**src/rtl/upsample_raster_out_pkg.sv**
```systemverilog
// Shared definitions for the upsampling output path: FSM encoding and
// counter width helper.
package upsample_raster_out_pkg;

    typedef enum logic [1:0] {
        S_TL  = 2'd0,
        S_TR  = 2'd1,
        S_BOT = 2'd2
    } state_t;

    // Bits needed to count 0..n-1, never less than one.
    function automatic int unsigned cnt_w(input int unsigned n);
        int unsigned w;
        w = 1;
        for (int unsigned i = 1; i < 32; i++) begin
            if ((32'd1 << i) < n) w = i + 1;
        end
        return w;
    endfunction

endpackage

```
**src/rtl/upsample_row_buf.sv**
```systemverilog
// Bottom-row holding buffer: one pair-wide write port (entries 2*col and
// 2*col+1 written together) and one asynchronous read port.
module upsample_row_buf
    import upsample_raster_out_pkg::*;
#(
    parameter int unsigned length = 16,
    parameter int unsigned IN_W   = 4
) (
    input  logic                           clk,
    input  logic                           wr_en,
    input  logic [cnt_w(IN_W)-1:0]         wr_col,
    input  logic [length-1:0]              wr_lo,
    input  logic [length-1:0]              wr_hi,
    input  logic [cnt_w(2*IN_W)-1:0]       rd_addr,
    output logic [length-1:0]              rd_data
);

    localparam int unsigned AW    = cnt_w(2 * IN_W);
    localparam int unsigned CW    = cnt_w(IN_W);
    localparam int unsigned DEPTH = 2 * IN_W;

    logic [length-1:0] mem [DEPTH];
    logic [AW-1:0]     wa_lo;
    logic [AW-1:0]     wa_hi;

    assign wa_lo = AW'({wr_col, 1'b0});
    assign wa_hi = wa_lo + AW'(1);

    // Contents need no reset; every entry is written before it is read.
    always_ff @(posedge clk) begin
        if (wr_en) begin
            mem[wa_lo] <= wr_lo;
            mem[wa_hi] <= wr_hi;
        end
    end

    assign rd_data = mem[rd_addr];

endmodule

```
**src/rtl/upsample_raster_out.sv**
```systemverilog
// Serialises 2x2 output quads into a one-pixel-per-cycle raster stream
// with end-of-line / end-of-frame markers.
module upsample_raster_out
    import upsample_raster_out_pkg::*;
#(
    parameter int unsigned length = 16,
    parameter int unsigned IN_W   = 4,
    parameter int unsigned IN_H   = 4
) (
    input  logic              clk,
    input  logic              rst,
    input  logic              in_valid,
    output logic              in_ready,
    input  logic [length-1:0] din1,
    input  logic [length-1:0] din2,
    input  logic [length-1:0] din3,
    input  logic [length-1:0] din4,
    output logic [length-1:0] dout,
    output logic              dout_valid,
    input  logic              dout_ready,
    output logic              dout_eol,
    output logic              dout_eof
);

    localparam int unsigned COL_W = cnt_w(IN_W);
    localparam int unsigned RD_W  = cnt_w(2 * IN_W);
    localparam int unsigned ROW_W = cnt_w(IN_H);

    state_t             state;
    logic [COL_W-1:0]   col;
    logic [RD_W-1:0]    rd;
    logic [ROW_W-1:0]   row;
    logic [length-1:0]  tr_q;
    logic [length-1:0]  rd_data;
    logic               free;
    logic               accept;
    logic               last_col;
    logic               last_rd;
    logic               last_row;

    // Output slot can take a new pixel when empty or being drained.
    assign free     = !dout_valid || dout_ready;
    assign in_ready = rst && (state == S_TL) && free;
    assign accept   = in_valid && in_ready;
    assign last_col = (col == COL_W'(IN_W - 1));
    assign last_rd  = (rd == RD_W'(2 * IN_W - 1));
    assign last_row = (row == ROW_W'(IN_H - 1));

    upsample_row_buf #(
        .length (length),
        .IN_W   (IN_W)
    ) u_row_buf (
        .clk     (clk),
        .wr_en   (accept),
        .wr_col  (col),
        .wr_lo   (din3),
        .wr_hi   (din4),
        .rd_addr (rd),
        .rd_data (rd_data)
    );

    always_ff @(posedge clk or negedge rst) begin
        if (!rst) begin
            state      <= S_TL;
            col        <= '0;
            rd         <= '0;
            row        <= '0;
            tr_q       <= '0;
            dout       <= '0;
            dout_valid <= 1'b0;
            dout_eol   <= 1'b0;
            dout_eof   <= 1'b0;
        end else if (free) begin
            case (state)
                S_TL: begin
                    dout_eol <= 1'b0;
                    dout_eof <= 1'b0;
                    if (in_valid) begin
                        dout       <= din1;
                        dout_valid <= 1'b1;
                        tr_q       <= din2;
                        state      <= S_TR;
                    end else begin
                        dout_valid <= 1'b0;
                    end
                end
                S_TR: begin
                    dout       <= tr_q;
                    dout_valid <= 1'b1;
                    dout_eof   <= 1'b0;
                    dout_eol   <= last_col;
                    if (last_col) begin
                        col   <= '0;
                        rd    <= '0;
                        state <= S_BOT;
                    end else begin
                        col   <= col + COL_W'(1);
                        state <= S_TL;
                    end
                end
                S_BOT: begin
                    dout       <= rd_data;
                    dout_valid <= 1'b1;
                    dout_eol   <= last_rd;
                    dout_eof   <= last_rd && last_row;
                    if (last_rd) begin
                        rd    <= '0;
                        row   <= last_row ? '0 : row + ROW_W'(1);
                        state <= S_TL;
                    end else begin
                        rd <= rd + RD_W'(1);
                    end
                end
                default: begin
                    dout_valid <= 1'b0;
                    dout_eol   <= 1'b0;
                    dout_eof   <= 1'b0;
                    state      <= S_TL;
                end
            endcase
        end
    end

endmodule

```
**config.mk**
```make
export PLATFORM = sky130hd
export DESIGN_NAME = upsample_raster_out
export DESIGN_NICKNAME = d
export VERILOG_FILES = /design/src/rtl/upsample_raster_out_pkg.sv /design/src/rtl/upsample_row_buf.sv /design/src/rtl/upsample_raster_out.sv
export SDC_FILE = /design/constraint.sdc
export NUM_CORES = 1
export LEC_CHECK = 0
export BUFFER_PORTS_ARGS = -buffer_cell sky130_fd_sc_hd__buf_4
export CORE_MARGIN = 2
export CORE_UTILIZATION = 40
export CTS_CLUSTER_DIAMETER = 120
export DETAILED_ROUTE_END_ITERATION = 10
export GPL_ROUTABILITY_DRIVEN = 0
export SYNTH_ARGS = -nofsm -noshare
export SYNTH_HDL_FRONTEND = slang
export SYNTH_SLANG_ARGS = --single-unit
```
**constraint.sdc**
```tcl
create_clock -name clk -period 2.44 [get_ports clk]
set_input_delay 0.122 -clock clk [delete_from_list [all_inputs] [get_ports clk]]
set_output_delay 0.122 -clock clk [all_outputs]
set_load 0.05 [all_outputs]
```
After elaboration in Yosys (flattened, before gate mapping)
Memory sizes are Yosys's and may differ from the RTL's.
Index checks and enable logic that the tools add are counted.
- equal/unequal tests: 8
- add/sub/neg operators: 4
- reductions and logical operators: 16
- muxes and demuxes: 17
- operators with widths (cell ; number):
    $pmux W16 S3 ; 1
    $mux W16 ; 1
    $reduce_and A3 Y1 ; 5
    $mux W2 ; 5
    $add A3 B1 Y3 const B ; 2
    $eq A2 B2 Y1 const B ; 3
    $mux W3 ; 2
    $ne A2 B2 Y1 const B ; 3
    $pmux W2 S3 ; 1
    $pmux W3 S2 ; 1
    $add A2 B1 Y2 const B ; 2
    $logic_and A1 B1 Y1 ; 4
    $mux W1 ; 4
    $pmux W1 S2 ; 2
    $eq A3 B3 Y1 const B ; 1
    $reduce_bool A3 Y1 ; 1
    $eq A2 B1 Y1 const B ; 1
    $logic_not A2 Y1 ; 1
    $reduce_and A2 Y1 ; 1
    $reduce_bool A2 Y1 ; 1
    $reduce_or A2 Y1 ; 1
    $logic_not A1 Y1 ; 1
    $logic_or A1 B1 Y1 ; 1
- bits in registers: 44
- memories: 1
- word-level logic and storage cells: 55
- RAM bits: 128
- input port bits: 68
- output and inout port bits: 20
- memory list (memory ; depth ; bits a word ; read ports ; clocked after Yosys merged registers in ; write ports ; line ; RTL):
    u_row_buf.mem ; 8 ; 16 ; 1 ; 0 ; 2 ; upsample_row_buf.sv:22 ; logic [length-1:0] mem [DEPTH];

Depth between registers and ports, before layout
- depth in word-level cells: 6
- gate-level depth with buffers: 8
- mapped depth without buffers: 6

Cells and area by module
A second synthesis with hierarchy kept.
- cell total of the unflattened synthesis: 378
- area, all modules: 7247.0 um^2
- modules (own cells, without submodules) (module ; cells an instance ; sequential area each (um^2) ; instances ; area each (um^2)):
    upsample_row_buf ; 190 ; 3843.7 ; 1 ; 4944.7
    upsample_raster_out ; 188 ; 1101.1 ; 1 ; 2302.2

Least setup slack after synthesis
No wires, ideal clock.
- path type: register to register
- start: register dout_valid
- end: memory u_row_buf.mem[2][0] (enable)
- setup time: 0.392 ns
- data required time: 2.048 ns
- slack: 0.024 ns
- arrival: 2.024 ns
- cell stages (with the launch flop): 5
- path buffers: 1
- period minus slack after synthesis: 2.416 ns
- cell sequence: dfrtp_1 nand2b_1 and3_4 buf_2 and3_1
- RTL lines (what ; line ; RTL):
    from (decl) ; upsample_raster_out.sv:19 ; output logic dout_valid,
    from (signal assigned) ; upsample_raster_out.sv:70 ; dout_valid <= 1'b0;
    from (signal assigned) ; upsample_raster_out.sv:80 ; dout_valid <= 1'b1;
    from (signal assigned) ; upsample_raster_out.sv:84 ; dout_valid <= 1'b0;
    to (decl) ; upsample_row_buf.sv:22 ;

Worst setup path after layout
- start: input rst
- end: output in_ready
- longest elaborated chain between the ends: 2
- ends and longest elaborated chain (what ; line ; RTL):
    from (decl) ; upsample_raster_out.sv:11 ; input logic rst,
    $logic_and A1 B1 Y1 (2 in a row) ; upsample_raster_out.sv:43 ; assign in_ready = rst && (state == S_TL) && free;
    to (decl) ; upsample_raster_out.sv:13 ; output logic in_ready,
Every way passes these cells.

==> results.json <==
{
  "htreeDepth": 4,
  "reg2reg_from": "state[0]$_DFFE_PN0P_",
  "syn_to_final_growth_pct": 28.26,
  "globalRouteMet2Util": 0.2981,
  "grt_pass1_wl_um": 25310,
  "antenna_cells": 0,
  "vias_per_cell": 5.073,
  "synth_area_sq_um": 7243,
  "grt_usage": 0.1733,
  "vdd_drop_max_mv": 0.5909,
  "rsz0062_at_grt": "false",
  "synth_edf_count": 128,
  "worstMarginPinSlew_ns": 0.7562,
  "dieArea_sq_um": 19200,
  "grt_pass1_vias": 4743,
  "critical_path.max_fanout": 38,
  "ys_warn_count": 0,
  "synth_common_cells": "edfxtp_1 (128), mux2i_1 (64), a21oi_1 (49)",
  "synth_ff_type": "edfxtp_1",
  "tns_ns": 0,
  "via_count": 4530,
  "nNetsFinal": 731,
  "synth_most_common_cell": "edfxtp_1",
  "cp_common_cell": "buf_4",
  "ios": 88,
  "fin_area_sq_um": 9290,
  "status": "finished clean",
  "wl_per_cell_um": 17.98,
  "power.density_nw_per_um2": 1081,
  "start_kind": "input port",
  "dr.pass1.iters": 5,
  "regToRegEndpoint": "u_row_buf.mem[6][0]$_DFFE_PP_",
  "gr-usage-met1": 0.2188,
  "cts.sinks": 172,
  "cts.clk_slew.worst_paths_ns": 0.06,
  "holdBufCountCts": 49,
  "fin_total_pwr_mw": 10.04,
  "cts-root-buf": "clkbuf_16",
  "fp-row-count": 49,
  "finalCritPeriodShare": 0.8088,
  "maxCapViolCount": 0,
  "antenna_found_initial": 0,
  "fin_util": 0.5207,
  "drive_above_1_share": 0.2380,
  "finalWirelength_um": 16060,
  "cts_tree": "done",
  "crit_arrival_ns": 1.85,
  "cp_slowest_stage_delay_ns": 0.52,
  "use_met3": 0.03902,
  "drc": 0,
  "hpwl_um": 10520,
  "synthArstFlopShare": 0.2558,
  "period_needed_ns": 1.973,
  "cp_data_required_time_ns": 2.32,
  "core_area_sq_um": 17840,
  "synthesis.nets": 585,
  "synth.top_cells.by_area": "edfxtp_1 (53%), dfrtp_1 (15%), mux2i_1 (8.8%), a21oi_1 (3.4%), ha_1 (2.1%)",
  "syn_avg_cell_area_sq_um": 14.34,
  "placedInstanceArea_sq_um": 8149,
  "io_buffers": 87,
  "die_y_um": 138.6,
  "synth_seq_cells": 172,
  "cts_buffer_depth": 2,
  "post_cts_buffers": 0,
  "finClkSkew_ns": 0.006648,
  "cp_slowest_cell": "dlygate4sd3_1",
  "endpoint_kind": "output pin",
  "maxSlewViolCount": 0,
  "overflow": 0,
  "synth_top_area_share": 0.5307,
  "reg2reg_slack_ns": 0.61,
  "clk_latency_ns": 0.42,
  "synth_area_leader_cell": "edfxtp_1",
  "drt_iter0_markers": 228,
  "grt.busiest_layer": "met2",
  "slew_headroom": 0.4948,
  "numCtsBuffers": 17,
  "power.leakage_nw": 3.428,
  "hold_violations": 0,
  "start_util": 0.4060,
  "ys_types": 35,
  "worstSetupPathType": "in -> out",
  "reg2reg_depth": 5,
  "synth_seq_area_share": 0.6827,
  "min_path_type": "in -> async",
  "grt_max_degree": 67,
  "cts-resized-gates": 0,
  "fmax_mhz": 506.7,
  "fp.dieW_um": 138.6,
  "syn_inst": 505,
  "antenna_left": 0,
  "crit_chain": "dlygate4sd3_1 -> buf_4 -> buf_4 -> and3_1 -> buf_4",
  "setup_violations": 0
}
[area by class of cell]
type	instances	area (sq um)
clock buffers	21	460.4
fillers	1484	8551
flip-flops and latches	172	4949
well taps	229	286.5
inverters	6	22.52
repair buffers	158	1321
multi-input cells	296	2061
clock inverters	11	190.2
[through the flow]
stage | setup WS, ns | std cells | hold slack (ns)
floorplan | 0.02403 | 505 | -0.1736
global placement | 0.7338 | 812 | -0.02726
detailed placement | 0.6481 | 812 | -0.02463
CTS | 0.3850 | 893 | 0.07031
global route | 0.2706 | 893 | 0.07848
finish | 0.4665 | 893 | 0.08506
[cells in the final DEF, fill, tap and decap left out, types with 3 or more instances in the layout]
master           n
inv_1            6
a31oi_1         16
mux2i_1         64
clkinvlp_4       4
edfxtp_1       128
o21ai_0         16
ha_1            12
o21ai_1          3
bufinv_16        5
a21oi_1         49
nand2_1         37
nor2_1          36
and3_2           4
a22oi_1         16
dlygate4sd3_1   49
buf_4          108
mux2_2           8
mux2_1          13
clkbuf_16       17
dfrtp_1         43
[flip-flops by register name, summed over array words and instances, names as in the netlist]
signal,count
u_row_buf.mem,128
dout,16
tr_q,16
rd,3
col,2
row,2
state,2
dout_eof,1
dout_eol,1
dout_valid,1
[per-layer routing]
layer / up-vias / wire length, um / part of all wire
li1: 2174 / - / -
met2: 108 / 8091 / 0.50
met5: - / 0 / 0
met4: 0 / 259 / 0.016
met1: 2230 / 7071 / 0.44
met3: 18 / 639 / 0.040
[worst max-delay path, delay by kind of cell]
family | cells | cell delay [ns]
buffers and inverters | 4 | 1.41
and+or+nand+nor | 1 | 0.29
[logic make-up after synthesis]
| kind of cell | share of synthesized area |
|---|---|
| buf+inv | 0.03420 |
| flops | 0.6827 |
| fa+ha+maj | 0.02073 |
| mux | 0.1211 |
| compound gates | 0.08534 |
| simple gates | 0.05597 |
[worst max path at each step]
stage,startpoint,to,slack (ns)
final,rst,in_ready,0.47
after global routing,rst,in_ready,0.27
after CTS,rst,in_ready,0.39
after detailed placement,state[0]$_DFFE_PN0P_,u_row_buf.mem[6][12]$_DFFE_PP_,0.65
after global placement,state[0]$_DFFE_PN0P_,u_row_buf.mem[7][12]$_DFFE_PP_,0.73
after floorplan,dout_valid$_DFFE_PN0N_,u_row_buf.mem[2][0]$_DFFE_PP_,0.02
[power breakdown]
part | internal, mW | switching [mW]
sequential | 3.64 | 0.255
clock | 1.87 | 1.06
combinational | 1.16 | 2.06
total | 6.67 | 3.38
(Power assumes the default switching activity.)
